===== src/rtl/id_decode_stage.sv =====
// id_decode_stage: registered MIPS-I decode stage between IF/ID and register-file read.
//
// Accepts one instruction plus its PC+4 per valid/ready beat. The instruction is decoded
// combinationally on the way in, and only the decoded fields are stored. A two-entry
// (main + skid) buffer lets downstream stall without a combinational i_ready -> o_ready path.
//
// Optional feature: define ID_DECODE_ILLEGAL_EN to flag unsupported opcodes on o_illegal.
// When the macro is undefined there is no check logic and o_illegal is tied low.
//
// Ports:
//   i_clk, i_reset     clock (rising edge), asynchronous active-high reset
//   i_flush            synchronous kill of every held beat
//   i_valid, o_ready   upstream handshake; o_ready comes straight from the state register
//   i_instruction      raw 32-bit instruction
//   i_pc_plus4         PC+4 of the instruction
//   o_valid, i_ready   downstream handshake
//   o_opcode .. o_funct  raw instruction fields
//   o_imm              zero-, LUI- or sign-extended immediate
//   o_jtarget          {pc_plus4[top:28], instr[25:0], 2'b00}
//   o_type             00 R-type, 01 I-type, 10 J-type
//   o_wreg             destination register index
//   o_pc_plus4         PC+4 passthrough
//   o_illegal          unsupported opcode (only when ID_DECODE_ILLEGAL_EN is defined)
module id_decode_stage #(
  parameter int unsigned XLEN     = 32,
  parameter int unsigned PC_WIDTH = 32
) (
  input  logic                i_clk,
  input  logic                i_reset,
  input  logic                i_flush,
  input  logic                i_valid,
  output logic                o_ready,
  input  logic [31:0]         i_instruction,
  input  logic [PC_WIDTH-1:0] i_pc_plus4,
  output logic                o_valid,
  input  logic                i_ready,
  output logic [5:0]          o_opcode,
  output logic [4:0]          o_rs,
  output logic [4:0]          o_rt,
  output logic [4:0]          o_rd,
  output logic [4:0]          o_shamt,
  output logic [5:0]          o_funct,
  output logic [XLEN-1:0]     o_imm,
  output logic [PC_WIDTH-1:0] o_jtarget,
  output logic [1:0]          o_type,
  output logic [4:0]          o_wreg,
  output logic [PC_WIDTH-1:0] o_pc_plus4,
  output logic                o_illegal
);

  typedef struct packed {
    logic [5:0]          opcode;
    logic [4:0]          rs;
    logic [4:0]          rt;
    logic [4:0]          rd;
    logic [4:0]          shamt;
    logic [5:0]          funct;
    logic [XLEN-1:0]     imm;
    logic [PC_WIDTH-1:0] jtarget;
    logic [1:0]          itype;
    logic [4:0]          wreg;
    logic [PC_WIDTH-1:0] pc_plus4;
`ifdef ID_DECODE_ILLEGAL_EN
    logic                illegal;
`endif
  } beat_t;

  typedef enum logic [1:0] {StEmpty, StFull, StSkid} state_e;

  state_e state_q, state_d;
  beat_t  main_q, main_d;
  beat_t  skid_q, skid_d;
  beat_t  dec;
  logic   in_fire, out_fire;
  logic [15:0] imm16;

  // Combinational decode of the incoming instruction.
  always_comb begin
    dec          = '0;
    imm16        = i_instruction[15:0];
    dec.opcode   = i_instruction[31:26];
    dec.rs       = i_instruction[25:21];
    dec.rt       = i_instruction[20:16];
    dec.rd       = i_instruction[15:11];
    dec.shamt    = i_instruction[10:6];
    dec.funct    = i_instruction[5:0];
    dec.pc_plus4 = i_pc_plus4;

    case (dec.opcode)
      6'h0C, 6'h0D, 6'h0E: dec.imm = XLEN'(imm16);
      6'h0F:               dec.imm = XLEN'({imm16, 16'h0000});
      default:             dec.imm = XLEN'($signed(imm16));
    endcase

    // Upper PC bits kept, low 28 bits replaced by the word-aligned jump index.
    dec.jtarget       = i_pc_plus4;
    dec.jtarget[27:0] = {i_instruction[25:0], 2'b00};

    case (dec.opcode)
      6'h00:        dec.itype = 2'b00;
      6'h02, 6'h03: dec.itype = 2'b10;
      default:      dec.itype = 2'b01;
    endcase

    case (dec.opcode)
      6'h00:                      dec.wreg = dec.rd;
      6'h03:                      dec.wreg = 5'd31;
      6'h02, 6'h04, 6'h05, 6'h2B: dec.wreg = 5'd0;
      default:                    dec.wreg = dec.rt;
    endcase

`ifdef ID_DECODE_ILLEGAL_EN
    case (dec.opcode)
      6'h00, 6'h02, 6'h03, 6'h04, 6'h05, 6'h08, 6'h09, 6'h0A,
      6'h0B, 6'h0C, 6'h0D, 6'h0E, 6'h0F, 6'h23, 6'h2B: dec.illegal = 1'b0;
      default:                                         dec.illegal = 1'b1;
    endcase
    if (dec.illegal) begin
      dec.wreg = 5'd0;
    end
`endif
  end

  // Both handshake outputs depend only on the state register.
  assign o_ready = (state_q != StSkid);
  assign o_valid = (state_q != StEmpty);

  assign in_fire  = i_valid & o_ready;
  assign out_fire = o_valid & i_ready;

  always_comb begin
    state_d = state_q;
    main_d  = main_q;
    skid_d  = skid_q;
    case (state_q)
      StEmpty: begin
        if (in_fire) begin
          main_d  = dec;
          state_d = StFull;
        end
      end
      StFull: begin
        if (in_fire && out_fire) begin
          main_d = dec;
        end else if (in_fire) begin
          skid_d  = dec;
          state_d = StSkid;
        end else if (out_fire) begin
          state_d = StEmpty;
        end
      end
      StSkid: begin
        // o_ready is low here, so no new beat can arrive.
        if (out_fire) begin
          main_d  = skid_q;
          state_d = StFull;
        end
      end
      default: state_d = StEmpty;
    endcase
    // Flush drops every beat; data registers keep stale contents behind o_valid=0.
    if (i_flush) begin
      state_d = StEmpty;
    end
  end

  always_ff @(posedge i_clk or posedge i_reset) begin
    if (i_reset) begin
      state_q <= StEmpty;
      main_q  <= '0;
      skid_q  <= '0;
    end else begin
      state_q <= state_d;
      main_q  <= main_d;
      skid_q  <= skid_d;
    end
  end

  assign o_opcode   = main_q.opcode;
  assign o_rs       = main_q.rs;
  assign o_rt       = main_q.rt;
  assign o_rd       = main_q.rd;
  assign o_shamt    = main_q.shamt;
  assign o_funct    = main_q.funct;
  assign o_imm      = main_q.imm;
  assign o_jtarget  = main_q.jtarget;
  assign o_type     = main_q.itype;
  assign o_wreg     = main_q.wreg;
  assign o_pc_plus4 = main_q.pc_plus4;
`ifdef ID_DECODE_ILLEGAL_EN
  assign o_illegal  = main_q.illegal;
`else
  assign o_illegal  = 1'b0;
`endif

endmodule


===== config.mk =====
export PLATFORM = sky130hd
export DESIGN_NAME = id_decode_stage
export DESIGN_NICKNAME = d
export VERILOG_FILES = /design/src/rtl/id_decode_stage.sv
export SDC_FILE = /design/constraint.sdc
export NUM_CORES = 1
export LEC_CHECK = 0
export CAP_MARGIN = 20
export CORE_MARGIN = 4
export CORE_UTILIZATION = 30
export CTS_BUF_LIST = sky130_fd_sc_hd__clkbuf_4 sky130_fd_sc_hd__clkbuf_8
export CTS_CLUSTER_DIAMETER = 60
export DETAILED_ROUTE_END_ITERATION = 7
export GPL_TIMING_DRIVEN = 0
export MAX_ROUTING_LAYER = met4
export RECOVER_POWER = 100
export SYNTH_ARGS = -nofsm -noshare
export SYNTH_HDL_FRONTEND = slang
export SYNTH_SLANG_ARGS = --single-unit

===== constraint.sdc =====
create_clock -name i_clk -period 7.45 [get_ports i_clk]
set_clock_uncertainty 0.2 [all_clocks]
set_input_delay 1.49 -clock i_clk [delete_from_list [all_inputs] [get_ports i_clk]]
set_output_delay 1.49 -clock i_clk [all_outputs]
set_load 0.01 [all_outputs]

[After elaboration in Yosys (flattened, before gate mapping)]
Index checks and enable logic that the tools add are counted.
Operators by class
  magnitude comparators: 0
  multipliers: 0
  div/mod/pow operators: 0
  reductions and logical operators: 11
  equality and inequality tests: 19
  multiplexer cells: 14
  shift-type cells: 0
  add/sub/neg operators: 0
  bitwise logic cells: 3
Operator list (count)
  $mux 135: 3
  $pmux 135 s3: 1
  $pmux 32 s2: 1
  $eq 6x4->1 const B: 4
  $pmux 5 s3: 1
  $eq 6x2->1 const B: 2
  $eq 6x3->1 const B: 2
  $mux 2: 6
  $ne 3x3->1 const B: 3
  $ne 2x2->1 const B: 4
  $reduce_and 4->1: 2
  $eq 6x6->1 const B: 1
  $logic_not 6->1: 1
  $pmux 2 s3: 1
  $ne 4x4->1 const B: 1
  $pmux 2 s2: 1
  $reduce_or 4->1: 1
  $reduce_and 3->1: 1
  $reduce_bool 3->1: 1
  $reduce_or 3->1: 1
  $and 1x1->1: 2
  $eq 2x1->1 const B: 1
  $eq 2x2->1 const B: 1
  $logic_not 2->1: 1
  other kinds (4): 4
Word-level totals
  bits in read-only memories: 0
  memory bits (writable): 0
  memories: 0
  latch bits: 0
  output and inout port bits: 138
  input bits: 69
  register bits: 270

[Logic depth before layout (Yosys ltp)]
  word-level depth: 7
  mapped depth: 8

[Least setup slack after synthesis]
OpenSTA, ideal clock, no wires.
  kind: input to register
  from: input i_instruction[31]
  to: register main_q, in the netlist o_imm[2]
  data arrival time: 2.531 ns
  path buffers: 3
  library setup time: 0.125 ns
  stages: 7
  setup slack: 4.594 ns
  path through: buf_6 -> nand4bb_1 -> buf_2 -> buf_6 -> o21ai_2 -> o21ai_0 -> mux2_2
On the way
  longest elaborated chain between the ends: 5
RTL lines
  from (decl): line 33  | input logic [31:0] i_instruction,
  $eq 6x4->1: line 89  | case (dec.opcode)
  $reduce_or 3->1: line 89
  $pmux 32 s2 *: line 89
  $mux 135, on equally long branches: line 143, 137
  $pmux 135 s3 *: line 135  | case (state_q)
  to (signal assigned): line 174  | main_q <= main_d;
  to (decl): line 71  | beat_t main_q, main_d;
Every way passes the cells marked *; elsewhere a longest branch is shown, timed or not. The select of a mux whose other input is x is not followed.
A chain may end at the register's enable or synchronous reset.

==> out/qor.yml <==
h-tree-depth: 2
crit_fanout: 107
setup_tns_ns: 0
vias: 8057
ys_warn_count: 0
p_leak_nw: 5.41
start_kind: "input pin"
final_common_cell: "nand2_1"
synth_top_area_share_pct: 56.3
post_drt_wl_per_cell_um: 17.4
cp-end-kind: "async pin"
finalCritPeriodShare_pct: 64.3
yosysSeqAreaShare_pct: 56.3
clock-sinks: 208
worst_slew_pin_slew_ns: 2.59
seqCellArea_sq_um: 5200
ant_nets: 0
use_met2_pct: 26.1
track_usage_pct: 17.5
synthCells: 1022
routed_via_density: 4.79
fill_cells: 3005
vdd_drop_max_v: 0.000125
synth_top_flop_cell: "dfrtp_1"
clockRootBuffer: "clkbuf_8"
final_util_pct: 41.4
final_layout_size_suffix_gt1_share_pct: 12.3
rows: 63
status: "finished with violations"
clk_path_buf_depth: 3
critPathKind: "in2async"
grt_max_degree: 108
violations: "capacitance limit, slew limit"
clock.fmax_mhz: 209
firstDrtPassIters: 5
synth_area_leaders: "dfrtp_1 (56%), nand2_1 (15%), a31oi_1 (5.1%)"
dp_slack_ns: 3.67
cts_made_buffers: 39
required_ns: 7.30
fp.coreArea_sq_um: 30000
layout_setup_ws_ns: 2.66
hold_class: "reg2reg"
drc: 0
clock_latency_ns: 0.51
syn_area_per_cell_sq_um: 9.04
grt_util_met3_pct: 3.94
power_per_cell_area_nw_per_um2: 262
cts_setup_buffers: 0
cts_resized: 0
relSlewSlack_pct: -72.4
drt-total-wl_um: 29200
async_reset_ff_share_pct: 100
multi_input_area_sq_um: 3340
yosys_register_bits: 208
overflow: 0
grt_pass1_vias: 8070
grt_busiest_layer: "met2"
die_x_um: 183
synth_edf_count: 0
start_util_pct: 30.8
place.detailed.hpwl_um: 20500
cts_tree: "built"
die_y_um: 183
gp_congestion: 0.825
drt_iter0_markers: 649
grt_antenna_before_repair: 3
io-pin-count: 207
max_cap_violations: 1
syn_area_sq_um: 9240
die_area_sq_um: 33700
path_clk_slew_ns: 0.05
finalSetupViolations: 0
final_cells: 1682
arrival_ns: 4.64
synth.distinct_cells: 40
layout_min_cycle_time_ns: 4.79
areaGrowthSynthToFinish_pct: 34.5
numPortBuffers: 201
place_inst: 1616
grt_pass1_wl_um: 45600
hold_buffers: 0
met1_usage_pct: 24.0
finalMaxSlewViolations: 103
final_cell_mix: "nand2_1 (360), dfrtp_1 (208), dlygate4sd3_1 (139)"
rsz0062_at_grt: "no"
nNetsFinal: 1336
hold_viol_final: 0
yosysTopAreaCell: "dfrtp_1"
metal layers:
metal	wire, um	part of all wire, %
met1	13400	46
met2	13100	45
met3	2010	6.9
met4	694	2.4
met5	0	0
registers in the layout, indices dropped and copies added (netlist names), 5 cells and up:
register and count:
o_pc_plus4 31, o_opcode 6, o_wreg 5, o_funct 5, o_jtarget 6, skid_q 103
o_imm 32
metrics by stage:
| step | power [mW] | cell area [sq um] | hold WS (ns) |
|---|---|---|---|
| floorplan | 1.85 | 9250 | 0.246 |
| global placement | 2.23 | 11700 | 0.257 |
| detailed placement | 2.25 | 11800 | 0.262 |
| CTS | 3.35 | 12500 | 0.275 |
| global route | 3.45 | 12400 | 0.290 |
| finish | 3.26 | 12400 | 0.272 |
critical path, cell delays in order:
cell,delay [ns]
dlygate4sd3_1,0.61
inv_8,0.51
clkbuf_2,1.90
final timing paths:
kind	from	cells after the start	endpoint	slack, ns
setup / recovery	i_reset	3	o_rd[3]	2.66
hold / removal	skid_q[132]	2	skid_q[132]	0.27
setup reg to reg	state_q[0]	6	o_shamt[1]	4.55
hold reg to reg	skid_q[132]	2	skid_q[132]	0.27
max in group i_clk	i_ready	7	o_shamt[1]	3.38
min in group asynchronous	i_reset	2	o_pc_plus4[21]	1.41
final cells by class:
cell class / count / share of cell area, %
Sequential cell: 208 / 41.9
Multi-Input combinational cell: 706 / 26.8
Timing Repair Buffer: 202 / 16.2
Clock buffer: 62 / 6.01
Buffer: 107 / 4.82
Tap cell: 390 / 3.93
Inverter: 3 / 0.151
Clock inverter: 1 / 0.0604
Antenna cell: 3 / 0.0604
cell usage after synthesis (all sizes together) (2+ instances only):
cell,instances
a211oi,2
a21o,2
a21oi,34
a31oi,75
and2,2
buf,88
clkbuf,19
dfrtp,208
inv,3
mux2,17
nand2,360
nand3,17
nand3b,2
nor2,88
nor2b,4
nor3,2
nor3b,5
o21ai,59
o22ai,19
o311ai,5
kinds of logic (layout without fill, tap and decap cells):
kind of cell / after synthesis / after routing / synth area share [%]
simple gates: 487 / 487 / 21.0
other cells: 1 / 6 / 0.0406
buf+inv: 110 / 375 / 7.43
mux: 18 / 18 / 2.18
compound gates: 198 / 198 / 13.0
flops: 208 / 208 / 56.3
where the power goes:
part,total [mW],internal (mW),switching (mW)
Clock,1.09,0.627,0.461
Sequential,1.49,1.36,0.130
Combinational,0.680,0.337,0.343
Total,3.26,2.32,0.935
Power figures use the tool's default switching activity.
==> RTL change 1 (config.mk and constraints unchanged) <==
Change the parameter `PC_WIDTH` from 32 to 64.
--- a/src/rtl/id_decode_stage.sv
+++ b/src/rtl/id_decode_stage.sv
@@ -25,3 +25,3 @@
   parameter int unsigned XLEN     = 32,
-  parameter int unsigned PC_WIDTH = 32
+  parameter int unsigned PC_WIDTH = 64
 ) (
Ports: changed (resized i_pc_plus4, o_jtarget and o_pc_plus4); port bits go from 207 to 303. No check against the original RTL was run, so the function may have changed too.
==> RTL change 1 against the unedited design <==
The flow still finishes with violations (capacitance limit, slew limit). Final cell count up 36%. Setup slack got worse by 0.060 ns. Total power increased by 36%. Register-to-register slack worse by 0.26 ns. Routed wire length is 36% higher. Combinational power up 38%. Critical path depth increased by 3. Final area rose by 34%. Non-clock buffer count is 156 higher. Global-route usage increased by 1.2 points. Sequential cell count increased by 64. Clock power rose by 40%. Area after synthesis rose by 29%. Fmax decreased by 1.2%.
==> RTL change 1: results (changes against the unedited design) <==
metric	value	unit	change
hpwl	28700	µm	was 20,500 µm
cts_buffers	49		was 39
crit_arrival	3.16	ns	was 4.64 ns
grt_pass1_wl	63100	µm	was 45,600 µm
grt_start_max_net_pins	43		was 108
critical_path.max_stage_delay	0.61	ns	was 1.90 ns
p_leak	0.00747	µW	was 0.00541 µW
fill_cells	3962		was 3,005
setup_ws	2.60	ns	was 2.66 ns
crit_fanout	10		was 107
synthMuxAreaShare	0.179	%	was 2.18%
final_layout_size_suffix_gt1_share	10.9	%	was 12.3%
grt_usage	18.7	%	was 17.5%
clk_latency	0.59	ns	was 0.51 ns
vias	10800		was 8,057
max_cap_viol_count	3		was 1
drv_slew	118		was 103
maxSlewHeadroom	-52.4	%	was -72.4%
place_congestion	0.795		was 0.825
rrSetupSlack	4.29	ns	was 4.55 ns
violations	capacitance limit, slew limit		unchanged
dp_slack	3.43	ns	was 3.67 ns
ir_worst_vdd	125	µV	about the same
synthTopCellsByArea	dfrtp_1, nand2_1, a31oi_1, buf_4, nor2_1		was dfrtp_1, nand2_1, a31oi_1, nor2_1, buf_4
io_buffers	299		was 201
ys_seq_area_share	57.2	%	was 56.3%
status	finished with violations		unchanged
synth_compound_area_share	10.7	%	was 13.0%
antenna_found_initial	1		was 3
synth_commonest_cells	nand2_1, dfrtp_1, nor2_1		unchanged
-- RTL change 1: changes by cell type after synthesis, moves of 31 or more --
cell and delta:
buf_4 +31, o21ai_0 -39, nand2_1 +158, dfrtp_1 +64, nand3_1 +31, nor2_1 +49
a21oi_1 +48
-- RTL change 1: worst paths after layout --
kind | startpoint | to | cells past startpoint
setup / recovery | state_q[1] | o_ready | 6
hold / removal | skid_q[13] | skid_q[13] | 2
setup reg to reg | state_q[1] | skid_q[41] | 7
hold reg to reg | skid_q[13] | skid_q[13] | 2
max in group asynchronous | i_reset | o_imm[30] | 3
min in group asynchronous | i_reset | o_type[1] | 2
-- RTL change 1: cell families (layout without fill, tap and decap cells) --
logic type | Yosys count | after routing
and+or+nand+nor | 724 | 724
DFF | 272 | 272
AOI/OAI and AO/OA | 217 | 217
buffers and inverters | 162 | 553
muxes | 2 | 2
other | 1 | 4
-- RTL change 1: critical path, delay by kind of cell (launching register included) --
family / cells / cell delay (ns)
buf+inv: 5 / 1.98
simple gates: 1 / 0.15
flops: 1 / 0.44
-- RTL change 1: area by class of cell --
cell class	count	area, µm²	area share (%)
repair buffers	306	3080	18.5
clock inverters	8	100	0.601
clock buffers	77	972	5.84
flip-flops and latches	272	6810	40.9
inverters	3	12.5	0.0751
multi-input cells	946	4150	24.9
well taps	518	648	3.89
plain buffers	159	875	5.25
diodes	1	2.50	0.0150
-- RTL change 1: per-layer routing --
layer | wire, µm | GRT usage (%) | up-vias
met5 | 0 | - | -
met4 | 1030 | 5.45 | 0
met3 | 2450 | 4.04 | 65
met2 | 18700 | 29.7 | 375
met1 | 17600 | 24.2 | 5189
li1 | - | - | 5171
-- RTL change 1: where the power goes --
part	internal (µW)	leakage (µW)	switching [µW]
Sequential	1770	0.00320	180
Clock	895	0.000567	634
Combinational	474	0.00370	466
-- RTL change 1: metrics by stage --
| step | hold slack [ns] | instance area (µm²) | cells |
|---|---|---|---|
| 6_report | 0.273 | 16700 | 2290 |
| 5_1_grt | 0.289 | 16700 | 2290 |
| 4_1_cts | 0.276 | 16800 | 2289 |
| 3_5_place_dp | 0.262 | 15700 | 2204 |
| 3_3_place_gp | 0.257 | 15500 | 2197 |
| 2_1_floorplan | 0.246 | 11900 | 1380 |
==> RTL change 2 (config.mk and constraints unchanged) <==
Made on the original files. Make the reset (`i_reset`) synchronous in one clocked block. Comments in the files are not updated.
--- a/src/rtl/id_decode_stage.sv
+++ b/src/rtl/id_decode_stage.sv
@@ -166,3 +166,3 @@
 
-  always_ff @(posedge i_clk or posedge i_reset) begin
+  always_ff @(posedge i_clk) begin
     if (i_reset) begin
Behaviour: differs if i_reset is asserted again (counterexample within 4 cycles, from zero or initial values and one cycle with i_reset high); with i_reset held inactive, the same outputs for 4 cycles.
==> RTL change 2 against the unedited design <==
Area after synthesis fell by 4.4%. Fmax up 5.6%. Non-clock buffer count grew 29. Hold slack got worse by 0.021 ns. Global-route usage up 1.7 points. Routed wire length increased by 7.6%. Sequential cell count is the same. Total power fell by 16%. Setup slack improved by 0.25 ns. Combinational power shrank 44%. Highest routed layer unchanged. Largest cell class unchanged. Final area shrank 2.9%.
==> RTL change 2: results (changes against the unedited design) <==
metric	value	unit	change
status	complete, no violations		was finished with violations
min_to	skid_q[73]		was skid_q[132]
grt_usage	19.2	%	was 17.5%
clock_area_share	6.83	%	was 6.07%
vias	8749		was 8,057
grt_pass1_vias	8600		was 8,070
final_layout_size_suffix_gt1_share	9.77	%	was 12.3%
startpoint	state_q[1]		was i_reset
r2r_cells	8		was 6
ys_types	44		was 40
grt_pass1_wl	48900	µm	was 45,600 µm
critical_path.max_stage_delay	0.65	ns	was 1.90 ns
pwr_density_cell	227	mW/mm²	was 262 mW/mm²
place_congestion	0.876		was 0.825
cts_buffers	38		was 39
r2r-end	skid_q[104]		was o_shamt[1]
grt_start_max_net_pins	11		was 108
clk_latency	0.54	ns	was 0.51 ns
regArea	0.00416	mm²	was 0.00520 mm²
post_dp_cell_area	0.0113	mm²	was 0.0118 mm²
io_buffers	202		was 201
nNonClkBuffers	338		was 309
nNetsFinal	1413		was 1,336
crit_fanout	10		was 107
synth_commonest_cells	nand2_1, dfxtp_1, nor2_1		was nand2_1, dfrtp_1, nor2_1
## RTL change 2: cell count changes after synthesis, sizes merged, moves of 34 or more
cell	delta
nor3	+39
dfrtp	-208
o21ai	-56
a31oi	-75
nand2	-82
dfxtp	+208
a211oi	+34
nor2	+46
a311oi	+67
a21oi	+55
## RTL change 2: layer usage
metal | global-route usage [%] | vias to the layer above | share of wire (%)
met5 | - | - | 0
met2 | 29.7 | 319 | 46
li1 | - | 4294 | -
met1 | 25.2 | 4071 | 45
met4 | 6.46 | 0 | 3.1
met3 | 3.66 | 65 | 6.0
## RTL change 2: report_power, final
group / switching [µW] / internal (µW) / total [µW] / leakage, µW
Sequential: 35.6 / 1170 / 1200 / 0.00170
Clock: 483 / 668 / 1150 / 0.000436
Combinational: 201 / 179 / 380 / 0.00250
Total: 719 / 2020 / 2740 / 0.00464
## RTL change 2: stage by stage
step | cells | setup slack [ns] | hold slack (ns) | power, µW | utilization (%)
after CTS | 1755 | 3.12 | 0.252 | 2800 | 42.1
final | 1758 | 2.91 | 0.251 | 2740 | 41.8
after global placement | 1688 | 3.54 | 0.238 | 1640 | 39.3
after detailed placement | 1688 | 3.53 | 0.243 | 1640 | 39.3
after global routing | 1758 | 2.77 | 0.266 | 2860 | 41.8
after floorplan | 1102 | 4.54 | 0.232 | 1410 | -
## RTL change 2: logic make-up (layout without fill, tap and decap cells)
| family | after synthesis | after routing | synth area share (%) |
|---|---|---|---|
| AOI/OAI and AO/OA | 236 | 236 | 19.9 |
| buffers and inverters | 138 | 407 | 8.22 |
| DFF | 208 | 208 | 47.2 |
| muxes | 1 | 1 | 0.113 |
| other | 1 | 6 | 0.0425 |
| and+or+nand+nor | 516 | 516 | 24.5 |
